<file path="config.mk">
export PLATFORM = sky130hd
export DESIGN_NAME = noc_inject_arbiter
export DESIGN_NICKNAME = d
export VERILOG_FILES = /design/src/rtl/noc_inject_arbiter.sv
export SDC_FILE = /design/constraint.sdc
export NUM_CORES = 1
export LEC_CHECK = 0
export BUFFER_PORTS_ARGS = -buffer_cell sky130_fd_sc_hd__buf_2
export CELL_PAD_IN_SITES_DETAIL_PLACEMENT = 1
export CELL_PAD_IN_SITES_GLOBAL_PLACEMENT = 1
export CORE_MARGIN = 4
export CORE_UTILIZATION = 31
export CTS_CLUSTER_SIZE = 8
export DETAILED_ROUTE_END_ITERATION = 10
export GPL_TIMING_DRIVEN = 0
export PLACE_DENSITY_LB_ADDON = 0.1
export SLEW_MARGIN = 30
export SYNTH_ARGS = -nofsm -noshare
export SYNTH_HDL_FRONTEND = slang
export SYNTH_SLANG_ARGS = --single-unit
export TNS_END_PERCENT = 50
</file>
<file path="constraint.sdc">
create_clock -name clk -period 4.3 [get_ports clk]
set_input_delay 0.86 -clock clk [delete_from_list [all_inputs] [get_ports clk]]
set_output_delay 0.86 -clock clk [all_outputs]
set_load 0.005 [all_outputs]
</file>
<file path="src/rtl/noc_inject_arbiter.sv">
// noc_inject_arbiter
//   Shares one NoC send port between N_REQ requesters. Whole packets are
//   arbitrated round-robin: a granted head flit locks the port to that
//   requester until its tail flit has been accepted. A requester is only
//   eligible when its target VC reports non-full and that VC is not already
//   being written by the flit sitting in the output register.
//
// Parameters
//   N_REQ   number of requesters (2..8)
//   FLIT_W  flit width in bits
//
// Ports
//   clk                  clock, all state on rising edge
//   res                  asynchronous active-high reset
//   req_i                per-requester flit valid
//   flit_i               per-requester flit, requester k at [k*FLIT_W +: FLIT_W]
//   tail_i               per-requester last-flit-of-packet flag
//   vc_i                 per-requester target VC (0/1)
//   ack_o                one-hot accept, combinational
//   put_flit             registered flit to the NoC send port
//   en_put               registered put enable
//   en_get_non_full_VCs  VC status read enable (high while not in reset)
//   get_non_full_VCs     per-VC non-full flags from the NoC
//   busy_o               packet lock held
//   stall_cnt_o          (only with NOC_INJECT_STALL_CNT_EN) saturating count
//                        of cycles with a pending request but no accept
//
// Optional feature macro: NOC_INJECT_STALL_CNT_EN

module noc_inject_arbiter #(
    parameter int N_REQ  = 4,
    parameter int FLIT_W = 32
) (
    input  logic                    clk,
    input  logic                    res,
    input  logic [N_REQ-1:0]        req_i,
    input  logic [N_REQ*FLIT_W-1:0] flit_i,
    input  logic [N_REQ-1:0]        tail_i,
    input  logic [N_REQ-1:0]        vc_i,
    output logic [N_REQ-1:0]        ack_o,
    output logic [FLIT_W-1:0]       put_flit,
    output logic                    en_put,
    output logic                    en_get_non_full_VCs,
    input  logic [1:0]              get_non_full_VCs,
    output logic                    busy_o
`ifdef NOC_INJECT_STALL_CNT_EN
    ,
    output logic [15:0]             stall_cnt_o
`endif
);

    localparam int PTR_W = $clog2(N_REQ);

    typedef enum logic {
        IDLE,
        LOCKED
    } state_t;

    state_t           state, stateNext;
    logic [PTR_W-1:0] rrPtr, rrPtrNext;
    logic [PTR_W-1:0] lockId, lockIdNext;
    logic [PTR_W-1:0] winner;
    logic             accept;
    logic             vcQ;
    logic [N_REQ-1:0] eligible;

    // A VC can take a new flit only if it is non-full and the flit already in
    // the output register is not headed to the same VC (the NoC status lags
    // one cycle behind the put).
    always_comb begin
        eligible = '0;
        for (int unsigned k = 0; k < N_REQ; k++) begin
            eligible[k] = req_i[k] && get_non_full_VCs[vc_i[k]] &&
                          !(en_put && (vcQ == vc_i[k]));
        end
    end

    always_comb begin
        stateNext  = state;
        rrPtrNext  = rrPtr;
        lockIdNext = lockId;
        winner     = '0;
        accept     = 1'b0;
        ack_o      = '0;

        case (state)
            IDLE: begin
                // First eligible requester scanning upward from rrPtr.
                for (int unsigned i = 0; i < N_REQ; i++) begin
                    int unsigned idx;
                    idx = (int'(rrPtr) + i) % N_REQ;
                    if (!accept && eligible[idx]) begin
                        accept = 1'b1;
                        winner = PTR_W'(idx);
                    end
                end
            end
            LOCKED: begin
                winner = lockId;
                accept = eligible[lockId];
            end
            default: begin
                stateNext = IDLE;
            end
        endcase

        // Reset forces acks low even though the arbitration inputs may be live.
        if (res) begin
            accept = 1'b0;
        end

        if (accept) begin
            ack_o[winner] = 1'b1;
            if (tail_i[winner]) begin
                stateNext = IDLE;
                rrPtrNext = (int'(winner) == N_REQ - 1) ? '0 : winner + 1'b1;
            end else if (state == IDLE) begin
                stateNext  = LOCKED;
                lockIdNext = winner;
            end
        end
    end

    always_ff @(posedge clk or posedge res) begin
        if (res) begin
            state  <= IDLE;
            rrPtr  <= '0;
            lockId <= '0;
        end else begin
            state  <= stateNext;
            rrPtr  <= rrPtrNext;
            lockId <= lockIdNext;
        end
    end

    always_ff @(posedge clk or posedge res) begin
        if (res) begin
            en_put   <= 1'b0;
            put_flit <= '0;
            vcQ      <= 1'b0;
        end else begin
            en_put <= accept;
            if (accept) begin
                put_flit <= flit_i[winner*FLIT_W +: FLIT_W];
                vcQ      <= vc_i[winner];
            end
        end
    end

    assign busy_o              = (state == LOCKED);
    assign en_get_non_full_VCs = ~res;

`ifdef NOC_INJECT_STALL_CNT_EN
    logic [15:0] stallCnt;

    always_ff @(posedge clk or posedge res) begin
        if (res) begin
            stallCnt <= '0;
        end else if ((|req_i) && (ack_o == '0) && (stallCnt != '1)) begin
            stallCnt <= stallCnt + 16'd1;
        end
    end

    assign stall_cnt_o = stallCnt;
`endif

endmodule

</file>
==> results of run 1 <==
worst register-to-register path, cell delays in order, from the launching register on:
cell,delay [ps]
dfrtp_1,360
buf_4,160
xnor2_1,130
a211oi_2,400
o211ai_1,190
a221o_1,430
and2_1,150
buf_2,210
buf_2,250
inv_1,110
ha_1,220
mux2_4,270
metrics by stage:
stage / std cells / total power [mW] / instance area, µm²
2_1_floorplan: 297 / 1.92 / 3020
3_3_place_gp: 608 / 2.46 / 4090
3_5_place_dp: 609 / 2.51 / 4110
4_1_cts: 615 / 2.76 / 4190
5_1_grt: 615 / 2.95 / 4190
6_report: 615 / 2.69 / 4190
synth_stat cells, types with 2 or more instances:
library cell | number | area share [%]
mux2_1 | 28 | 10
and2_1 | 6 | 1.2
clkbuf_1 | 5 | 0.62
o211ai_1 | 2 | 0.50
xor2_1 | 2 | 0.58
nand2_1 | 37 | 4.6
a22o_1 | 2 | 0.58
buf_2 | 8 | 1.3
nand3_1 | 3 | 0.50
mux2i_1 | 69 | 23
dfrtp_1 | 39 | 32
nor2b_1 | 3 | 0.62
o21ai_1 | 33 | 5.5
mux2_2 | 8 | 3.0
ha_1 | 4 | 1.7
buf_6 | 6 | 2.2
o211a_1 | 2 | 0.66
a211oi_1 | 3 | 0.75
inv_1 | 10 | 1.2
cell families (layout without fill, tap and decap cells):
group                      count (synthesis)  count (layout)  synth area share [%]
and+or+nand+nor                           55              55                  8.67
buffers and inverters                     32             221                  5.93
DFF                                       39              39                  32.4
muxes                                    106             106                  36.8
AOI/OAI and AO/OA                         58              58                  13.7
xor gates and xnor gates                   3               3                 0.871
adders and majority gates                  4               4                  1.66
worst max path at each step:
| stage | start | endpoint | slack, ps | cells after the start |
|---|---|---|---|---|
| after floorplan | vc_i[1] | ack_o[2] | 740 | 10 |
| after global placement | vc_i[2] | ack_o[2] | 170 | 12 |
| after detailed placement | vc_i[2] | ack_o[2] | 150 | 12 |
| after CTS | vc_i[2] | ack_o[2] | 130 | 12 |
| after global routing | vc_i[2] | ack_o[3] | 2 | 12 |
| final | vc_i[2] | ack_o[2] | 190 | 12 |
where the power goes:
part	leakage, nW	total, mW	switching (mW)	internal, mW
Clock	0.0361	0.232	0.124	0.108
Combinational	1.89	1.81	0.947	0.860
Sequential	0.480	0.653	0.103	0.550
Total	2.41	2.69	1.17	1.52
layout by cell type (no fill, tap or decap), types with 2 or more instances in the layout:
cell type / instances
buf_2: 190
mux2i_1: 69
dfrtp_1: 39
nand2_1: 37
o21ai_1: 33
mux2_1: 28
inv_1: 9
mux2_2: 8
and2_1: 6
buf_6: 6
clkbuf_1: 5
clkbuf_8: 5
ha_1: 4
nor2b_1: 3
a211oi_1: 3
nand3_1: 3
xor2_1: 2
o211a_1: 2
o211ai_1: 2
a22o_1: 2
inv_2: 2
sequential cells by signal, indices dropped and copies added, names as in the netlist:
name,flops
busy_o,1
en_put,1
lockId,2
put_flit,32
rrPtr,2
vcQ,1
metal layers:
metal / global-route usage, % / part of all wire [%]
met1: 19.9 / 39
met2: 33.0 / 53
met3: 5.18 / 6.7
met4: 3.74 / 1.0
met5: 0 / 0
area by class of cell:
cell class | count | area share [%]
multi-input cells | 226 | 44.5
inverters | 11 | 0.987
plain buffers | 21 | 3.29
flip-flops and latches | 39 | 23.3
repair buffers | 183 | 22.2
well taps | 129 | 3.86
clock buffers | 5 | 1.64
clock inverters | 1 | 0.179
==> metrics.yaml, run 1 <==
status:
  status: "complete, no violations"
logic_synthesis:
  synth.cell_area_um2: 3020
  synth_cell_type_count: 46
  mappedNetlistNets: 445
  yosys_register_bits: 39
  synth-warning-count: 0
  gate_count_after_technology_mapping: 297
  synth_enable_flop_cells: 0
  synth_async_sr_flop_share_pct: 100
  syn_avg_cell_area_um2: 10.2
  fraction_of_the_yosys_area_taken_by_sequential_cells_pct: 32.4
  synth_ff_type: "dfrtp_1"
power:
  power.leakage_nw: 2.41
  vdd_ir_drop_max_v: 0.000197
  power_per_cell_area_nw_per_um2: 643
clock_tree:
  post_cts_resized: 0
  number_of_levels_in_the_clock_h_tree: 2
  largest_buffer_count_on_any_clock_path: 2
  postcts_setup_bufs: 0
  hold_buffers: 0
  clk_pin_slew_ps: 70
  tritoncts_num_sinks: 39
  cts_tree: "yes"
  clock_tree.root_cell: "clkbuf_8"
  cts_buffers: 5
  clk_latency_ps: 280
die:
  die_h_um: 107
  die_outline_area_um2: 11400
  top_level_ports: 183
  horizontal_die_dimension_um: 107
  design.core.area_um2: 9370
  row_count: 35
  initial_utilization_pct: 32.2
placed_design:
  routabilityCongestion: 0.789
  post-dp-hpwl_um: 8400
  port_buffers: 182
  pre_cts_slack_ps: 148
worst_setup_path:
  r2r-start: "vcQ$_DFFE_PP0P_"
  critPathMaxFanout: 11
  worst-r2r-setup-slack_ps: 1300
  crit_path_frequent_cell: "buf_2"
  rr_worst_depth: 11
  worst-setup-path-type: "input pin to primary output"
  critical_path.startpoint_type: "input pin"
  endpoint_kind: "primary output"
  cp_slowest_stage_delay_ps: 430
  crit_path_top_delay_cell: "a221o_1"
  worst_ep_arrival_ps: 3250
  critical_path_required_ps: 3440
  cp_cell_sequence: "buf_2 -> mux2i_1 -> a211oi_2 -> o211ai_1 -> a221o_1 -> and2_1 -> buf_2 -> buf_2 -> inv_1 -> ha_1 -> and2_1 -> buf_2"
  critPathBufInv: 5
  timing.rr.end: "rrPtr[1]$_DFFE_PP0P_"
  worst_path_dominant_cell_family: "compound AO/OA/AOI/OAI gates"
finish:
  multi_input_comb_area_um2: 1860
  final_core_util_pct: 44.7
  finish.net_count: 635
  post_route_cells_drive_above_1_share_pct: 46.1
  area_growth_pct: 38.7
  layout.filler_cells: 1201
  ff_latch_area_um2: 976
  insertedDiodeCount: 0
grt:
  antenna_found_initial: 0
  grt-ovfl-total: 0
  first_pass_grt_wire_length_um: 16200
  vias_in_the_first_global_route: 3307
  track_usage_pct: 17.7
  largest_net_degree_at_the_start_of_global_routing: 24
sta:
  timing.clock.skew_ps: 7.90
  timing.max_slew.rel_slack_pct: 51.8
  fmax_mhz: 243
  final-setup-viol-count: 0
  worst_slew_pin_slew_ps: 704
  setup_slack_ps: 193
  slew_violations: 0
  hold_violations_final: 0
  post-route-period-util_pct: 95.5
  final.setup.tns_ps: 0
  timing.hold.ws_ps: 479
  rsz_0062_raised_after_global_routing: "false"
  layout_min_cycle_time_ps: 4110
drt:
  drt_drc_violations_left: 0
  drt_pass1_iterations: 4
  vias_per_cell: 4.85
  average_routed_wire_per_standard_cell_um: 16.6
  drt_first_iter_violations: 54
  ant_nets: 0
  drt_wl_total_um: 10200
  vias: 2984
hold_path:
  hp-start: "put_flit[11]$_DFFE_PP0P_"
  hold-path-endpoint: "put_flit[11]$_DFFE_PP0P_"
  worstHoldPathCells: 2
  classification_of_the_worst_slack_hold_path: "flip-flop to flip-flop"
job:
  maxCapViolCount: 0
No activity file was read; power rests on OpenSTA's default activity.
==> run 2: changes to the inputs <==
PLACE_DENSITY = 0.87   (was default)
PLACE_DENSITY_LB_ADDON = default   (was 0.1)
==> run 2 against run 1 <==
- sequential share of layout area down 0.10 points
- utilization up 0.20 points
- clock-buffer cell count up 1
- worst hold slack better by 3.1 ps
- non-clock buffer count unchanged
- via count up 1.3%
- critical path type unchanged
==> metrics.yaml, run 2 (same netlist as run 1, synthesis figures left out) <==
status:
  status: "complete, no violations"
sta:
  hold_violations_final: 0  # unchanged
  worst_slew_pin_slew_ps: 758  # +53.4 ps
  final.setup.tns_ps: 0  # unchanged
  slew_violations: 0  # unchanged
  rsz_0062_raised_after_global_routing: "false"
  timing.clock.skew_ps: 5.08  # -2.82 ps
  layout_min_cycle_time_ps: 4130  # +20.5 ps
  post-route-period-util_pct: 96.0  # +0.48 points
  final-setup-viol-count: 0  # unchanged
  timing.hold.ws_ps: 483  # +3.08 ps
  fmax_mhz: 242  # -0.50%
  timing.max_slew.rel_slack_pct: 48.2  # -3.7 points
clock_tree:
  cts_tree: "yes"
  clk_latency_ps: 290  # about the same
  number_of_levels_in_the_clock_h_tree: 2  # unchanged
  cts_buffers: 5  # unchanged
  tritoncts_num_sinks: 39  # unchanged
  hold_buffers: 0  # unchanged
  postcts_setup_bufs: 0  # unchanged
  largest_buffer_count_on_any_clock_path: 2  # unchanged
  clock_tree.root_cell: "clkbuf_8"
  clk_pin_slew_ps: 80  # about the same
  post_cts_resized: 0  # unchanged
placed_design:
  routabilityCongestion: 0.841  # +6.6%
  post-dp-hpwl_um: 8700  # +3.6%
  port_buffers: 182  # unchanged
grt:
  grt.met2_usage_pct: 34.4  # +1.4 points
  vias_in_the_first_global_route: 3328  # +0.64%
  global_route.usage.met3_pct: 4.39  # -0.78 points
  first_pass_grt_wire_length_um: 15900  # -1.8%
  grt_most_used_layer: "met2"
  largest_net_degree_at_the_start_of_global_routing: 25  # +4.2%
  grt-ovfl-total: 0  # unchanged
  track_usage_pct: 17.6  # -0.14 points
  antenna_found_initial: 0  # unchanged
  global_route.usage.met1_pct: 18.2  # -1.7 points
drt:
  drt_pass1_iterations: 4  # unchanged
  average_routed_wire_per_standard_cell_um: 16.9  # +1.7%
  drt_first_iter_violations: 54  # unchanged
  drt_drc_violations_left: 0  # unchanged
  ant_nets: 0  # unchanged
  vias: 3023  # +1.3%
  vias_per_cell: 4.91  # +1.1%
  drt_wl_total_um: 10400  # +1.9%
worst_setup_path:
  critical_path_required_ps: 3440  # about the same
  worst_ep_arrival_ps: 3270  # +20 ps
  endpoint_kind: "primary output"
  worst-r2r-setup-slack_ps: 1250  # -50 ps
  critPathMaxFanout: 11  # unchanged
  critical_path.startpoint_type: "input pin"
  worst-setup-path-type: "input pin to primary output"
finish:
  largest_reg_flops: 32  # unchanged
  post_route_cells_drive_above_1_share_pct: 46.2  # +0.11 points
  area_growth_pct: 39.4
  most_used_cells_in_the_layout_excluding_fill_and_tap_cells: "190 x buf_2, 69 x mux2i_1, 39 x dfrtp_1, 37 x nand2_1, 33 x o21ai_1"
  finish.net_count: 635  # unchanged
  insertedDiodeCount: 0  # unchanged
  largest_registers: "put_flit: 32 flops, lockId: 2 flops, rrPtr: 2 flops"
  most_common_library_cell_in_the_layout_ignoring_fill_and_taps: "buf_2"
  biggest_register: "put_flit"
power:
  power.share.sequential_pct: 24.0  # -0.3 points
  power.leakage_nw: 2.42  # +0.59%
  power.clock.fraction_pct: 9.2  # +0.6 points
  netSwitchingFraction_pct: 43.4  # -0.27 points
  power.net_switching_mw: 1.18  # +0.13%
  power_per_cell_area_nw_per_um2: 645  # +0.31%
  p_int_mw: 1.54  # +1.2%
  vdd_ir_drop_max_v: 0.000236  # +20%
  combinationalPowerShare_pct: 66.8  # -0.3 points
die:
  initial_utilization_pct: 32.2  # unchanged
  design.core.area_um2: 9370  # unchanged
  die_outline_area_um2: 11400  # unchanged
  horizontal_die_dimension_um: 107  # unchanged
  die_h_um: 107  # unchanged
  top_level_ports: 183  # unchanged
  row_count: 35  # unchanged
hold_path:
  classification_of_the_worst_slack_hold_path: "flip-flop to flip-flop"
job:
  maxCapViolCount: 0  # unchanged
-- run 2: cell types whose count changed in the layout (fill, tap and decap cells not counted), sizes merged --
cell	change
clkbuf	+1
clkinvlp	-1
clkinv	+1
-- run 2: worst paths after layout --
kind                            cells past startpoint                     start                  endpoint
max in group asynchronous                           3                       res   put_flit[5]$_DFFE_PP0P_
min in group asynchronous                           2                       res     lockId[1]$_DFFE_PP0P_
worst max register to register                     11           vcQ$_DFFE_PP0P_      rrPtr[1]$_DFFE_PP0P_
worst min-delay path                                2  put_flit[13]$_DFFE_PP0P_  put_flit[13]$_DFFE_PP0P_
worst max-delay path                               12                   vc_i[2]                  ack_o[3]
worst min register to register                      2  put_flit[13]$_DFFE_PP0P_  put_flit[13]$_DFFE_PP0P_
-- run 2: worst max-delay path: stages --
cell      delay (ps)
buf_2            120
xnor2_1          130
a211oi_2         420
o211ai_1         210
a221o_1          440
and2_1           160
buf_2            220
buf_2            250
inv_1            110
ha_1             130
and2_1           120
buf_2            110
-- run 2: final cells by class --
type | instances | area, µm²
fill | 1159 | 5170
multi-input combinational | 226 | 1860
sequential | 39 | 976
timing repair buffer | 183 | 938
tap | 129 | 161
buffer | 21 | 138
clock buffer | 6 | 82.6
inverter | 11 | 41.3
clock inverter | 1 | 5.00
-- run 2: power by group through the flow --
stage                     registers, mW  clock network (mW)  logic, mW
after floorplan                   0.665                   0       1.26
after global placement            0.649                   0       1.78
after detailed placement          0.661                   0       1.85
after CTS                         0.654               0.261       1.86
after global routing              0.676               0.275       2.00
final                             0.651               0.250       1.81
-- run 2: layer usage --
metal,share of wire [%],routed length [µm]
met1,36,3710
met2,56,5790
met3,6.5,678
met4,2.0,209
met5,0,0
-- run 2: metrics by stage --
step	utilization [%]	area, µm²	total power [mW]	setup WS, ps	std cells
floorplan	-	3020	1.92	742	297
global placement	43.6	4090	2.43	208	608
detailed placement	43.9	4120	2.51	155	609
CTS	44.9	4200	2.77	137	616
global route	44.9	4200	2.95	20.1	616
finish	44.9	4200	2.71	172	616
==> run 3: changes to the inputs <==
CORE_MARGIN = 2   (was 4)
==> run 3 against run 2 <==
- sequential cell count is the same
- die area shrank 7.4%
- final cell count grew 0.97%
- via count shrank 1.1%
- non-clock buffer count grew 1
- clock power grew 5%
- worst hold slack gained 3.5 ps
- first-iteration DRC count shrank 30%
- combinational power is essentially flat
- largest cell class unchanged
- largest power group unchanged
==> metrics.yaml, run 3 (same netlist as run 1, synthesis figures left out) <==
status:
  status: "complete, no violations"
placed_design:
  port_buffers: 182  # unchanged
  post-dp-hpwl_um: 8290  # -4.8%
  routabilityCongestion: 0.776  # -7.7%
  placed_cell_area_um2: 4120  # +0.12%
clock_tree:
  tritoncts_num_sinks: 39  # unchanged
  post_cts_resized: 0  # unchanged
  clk_latency_ps: 290  # about the same
  clk_pin_slew_ps: 80  # about the same
  clock_tree.root_cell: "clkbuf_8"
  cts_tree: "yes"
  largest_buffer_count_on_any_clock_path: 2  # unchanged
  number_of_levels_in_the_clock_h_tree: 2  # unchanged
  cts_buffers: 5  # unchanged
power:
  power.share.sequential_pct: 24.0  # about the same
  power.clock.fraction_pct: 9.7  # +0.5 points
  power.net_switching_mw: 1.18  # +0.65%
  netSwitchingFraction_pct: 43.4  # +0.054 points
  power_mw: 2.73  # +0.53%
  power.leakage_nw: 2.43  # +0.27%
  p_int_mw: 1.54  # +0.43%
  power_per_cell_area_nw_per_um2: 645  # about the same
  vdd_ir_drop_max_v: 0.000214  # -9.4%
  combinationalPowerShare_pct: 66.3  # -0.5 points
die:
  horizontal_die_dimension_um: 103  # -3.8%
  design.core.area_um2: 9590  # +2.4%
  die_outline_area_um2: 10500  # -7.4%
  row_count: 36  # +2.9%
  top_level_ports: 183  # unchanged
  die_h_um: 103  # -3.8%
  initial_utilization_pct: 31.4  # -0.75 points
drt:
  drt_drc_violations_left: 0  # unchanged
  drt_first_iter_violations: 38  # -30%
  vias: 2989  # -1.1%
  vias_per_cell: 4.81  # -2.1%
  average_routed_wire_per_standard_cell_um: 16.0  # -5.4%
  drt_wl_total_um: 9920  # -4.5%
  drt_pass1_iterations: 4  # unchanged
  ant_nets: 0  # unchanged
worst_setup_path:
  cp_cell_sequence: "buf_2 -> mux2_2 -> o211ai_1 -> a32o_1 -> a2111oi_2 -> a22o_1 -> buf_6 -> inv_2 -> buf_2 -> ha_1 -> and2_1 -> buf_2"
  setup_crit_start: "vc_i[3]"
  endpoint_kind: "primary output"
  critical_path_required_ps: 3440  # about the same
  critical_path.startpoint_type: "input pin"
  r2r-start: "vcQ$_DFFE_PP0P_"
  crit_path_top_delay_cell: "a2111oi_2"
  worst_path_dominant_cell_family: "compound AO/OA/AOI/OAI gates"
  critPathMaxFanout: 11  # unchanged
  cp_slowest_stage_delay_ps: 360  # -80 ps
  crit_path_frequent_cell: "buf_2"
  worst-setup-path-type: "input pin to primary output"
  critPathBufInv: 5  # unchanged
  worst_ep_arrival_ps: 3180  # -90 ps
hold_path:
  classification_of_the_worst_slack_hold_path: "flip-flop to flip-flop"
  hp-start: "put_flit[30]$_DFFE_PP0P_"
finish:
  most_common_library_cell_in_the_layout_ignoring_fill_and_taps: "buf_2"
  largest_registers: "put_flit: 32 flops, lockId: 2 flops, rrPtr: 2 flops"
  largest_reg_flops: 32  # unchanged
  insertedDiodeCount: 0  # unchanged
  post_route_cells_drive_above_1_share_pct: 46.2  # about the same
  finish.net_count: 636  # +0.16%
  biggest_register: "put_flit"
  finalInstanceArea_um2: 4220  # +0.48%
  most_used_cells_in_the_layout_excluding_fill_and_tap_cells: "190 x buf_2, 69 x mux2i_1, 39 x dfrtp_1, 37 x nand2_1, 33 x o21ai_1"
  area_growth_pct: 40.0
sta:
  timing.clock.skew_ps: 5.21  # +0.132 ps
  timing.max_slew.rel_slack_pct: 49.8  # +1.7 points
  hold_violations_final: 0  # unchanged
  final.setup.tns_ps: 0  # unchanged
  timing.hold.ws_ps: 486  # +3.47 ps
  slew_violations: 0  # unchanged
  final-setup-viol-count: 0  # unchanged
  layout_min_cycle_time_ps: 4040  # -89.7 ps
  fmax_mhz: 248  # +2.2%
  post-route-period-util_pct: 93.9  # -2.1 points
  rsz_0062_raised_after_global_routing: "false"
  worst_slew_pin_slew_ps: 733  # -24.2 ps
grt:
  global_route.usage.met3_pct: 3.53  # -0.87 points
  grt-ovfl-total: 0  # unchanged
  largest_net_degree_at_the_start_of_global_routing: 24  # -4.0%
  grt_most_used_layer: "met2"
  antenna_found_initial: 0  # unchanged
  vias_in_the_first_global_route: 3178  # -4.5%
  track_usage_pct: 18.9  # +1.3 points
  first_pass_grt_wire_length_um: 15400  # -2.9%
  grt.met2_usage_pct: 37.0  # +2.6 points
  global_route.usage.met1_pct: 20.8  # +2.7 points
job:
  maxCapViolCount: 0  # unchanged
run 3: cell count changes in the layout (fill, tap and decap cells not counted):
cell and delta:
clkinv_2 -1, clkinv_4 +1, buf_4 +1, clkbuf_1 +1
run 3: layer usage:
layer	share of wire (%)	vias to the layer above
met2	57	90
met4	0.64	0
met5	0	-
met1	38	1443
li1	-	1452
met3	4.9	4
run 3: stage by stage:
step	worst slack, ps	cells	util, %
floorplan	742	297	-
global placement	211	612	42.7
detailed placement	136	613	43.0
CTS	130	621	43.9
global route	108	622	44.0
finish	262	622	44.0
run 3: worst paths after layout:
kind	endpoint	slack (ps)	cells past startpoint
hold / removal	put_flit[30]$_DFFE_PP0P_	490	2
min in group asynchronous	put_flit[26]$_DFFE_PP0P_	610	2
max in group asynchronous	put_flit[0]$_DFFE_PP0P_	3230	3
hold reg to reg	put_flit[30]$_DFFE_PP0P_	490	2
setup reg to reg	put_flit[31]$_DFFE_PP0P_	1310	10
setup / recovery	ack_o[2]	260	12
run 3: area by class of cell:
type / count / area [µm²]
Inverter: 11 / 41.3
Tap cell: 133 / 166
Fill cell: 1182 / 5370
Timing Repair Buffer: 184 / 946
Clock buffer: 7 / 86.3
Buffer: 21 / 138
Clock inverter: 1 / 8.76
Multi-Input combinational cell: 226 / 1860
Sequential cell: 39 / 976
run 3: worst reg2reg max path, delay by kind of cell, from the launching register on:
family / cells / cell delay (ps)
AOI/OAI and AO/OA: 4 / 1260
buffers and inverters: 3 / 810
DFF: 1 / 360
and+or+nand+nor: 3 / 480
run 3: power groups by stage:
stage	Combinational, mW	Clock, mW	Sequential [mW]
after floorplan	1.26	0	0.665
after global placement	1.76	0	0.652
after detailed placement	1.83	0	0.666
after CTS	1.84	0.275	0.659
after global routing	1.99	0.292	0.683
final	1.81	0.263	0.655
run 3: repair_timing:
action                     in CTS  in global routing
setup buffers                   0                  1
setup endpoints to repair       0                  2
hold buffers                    0                  0
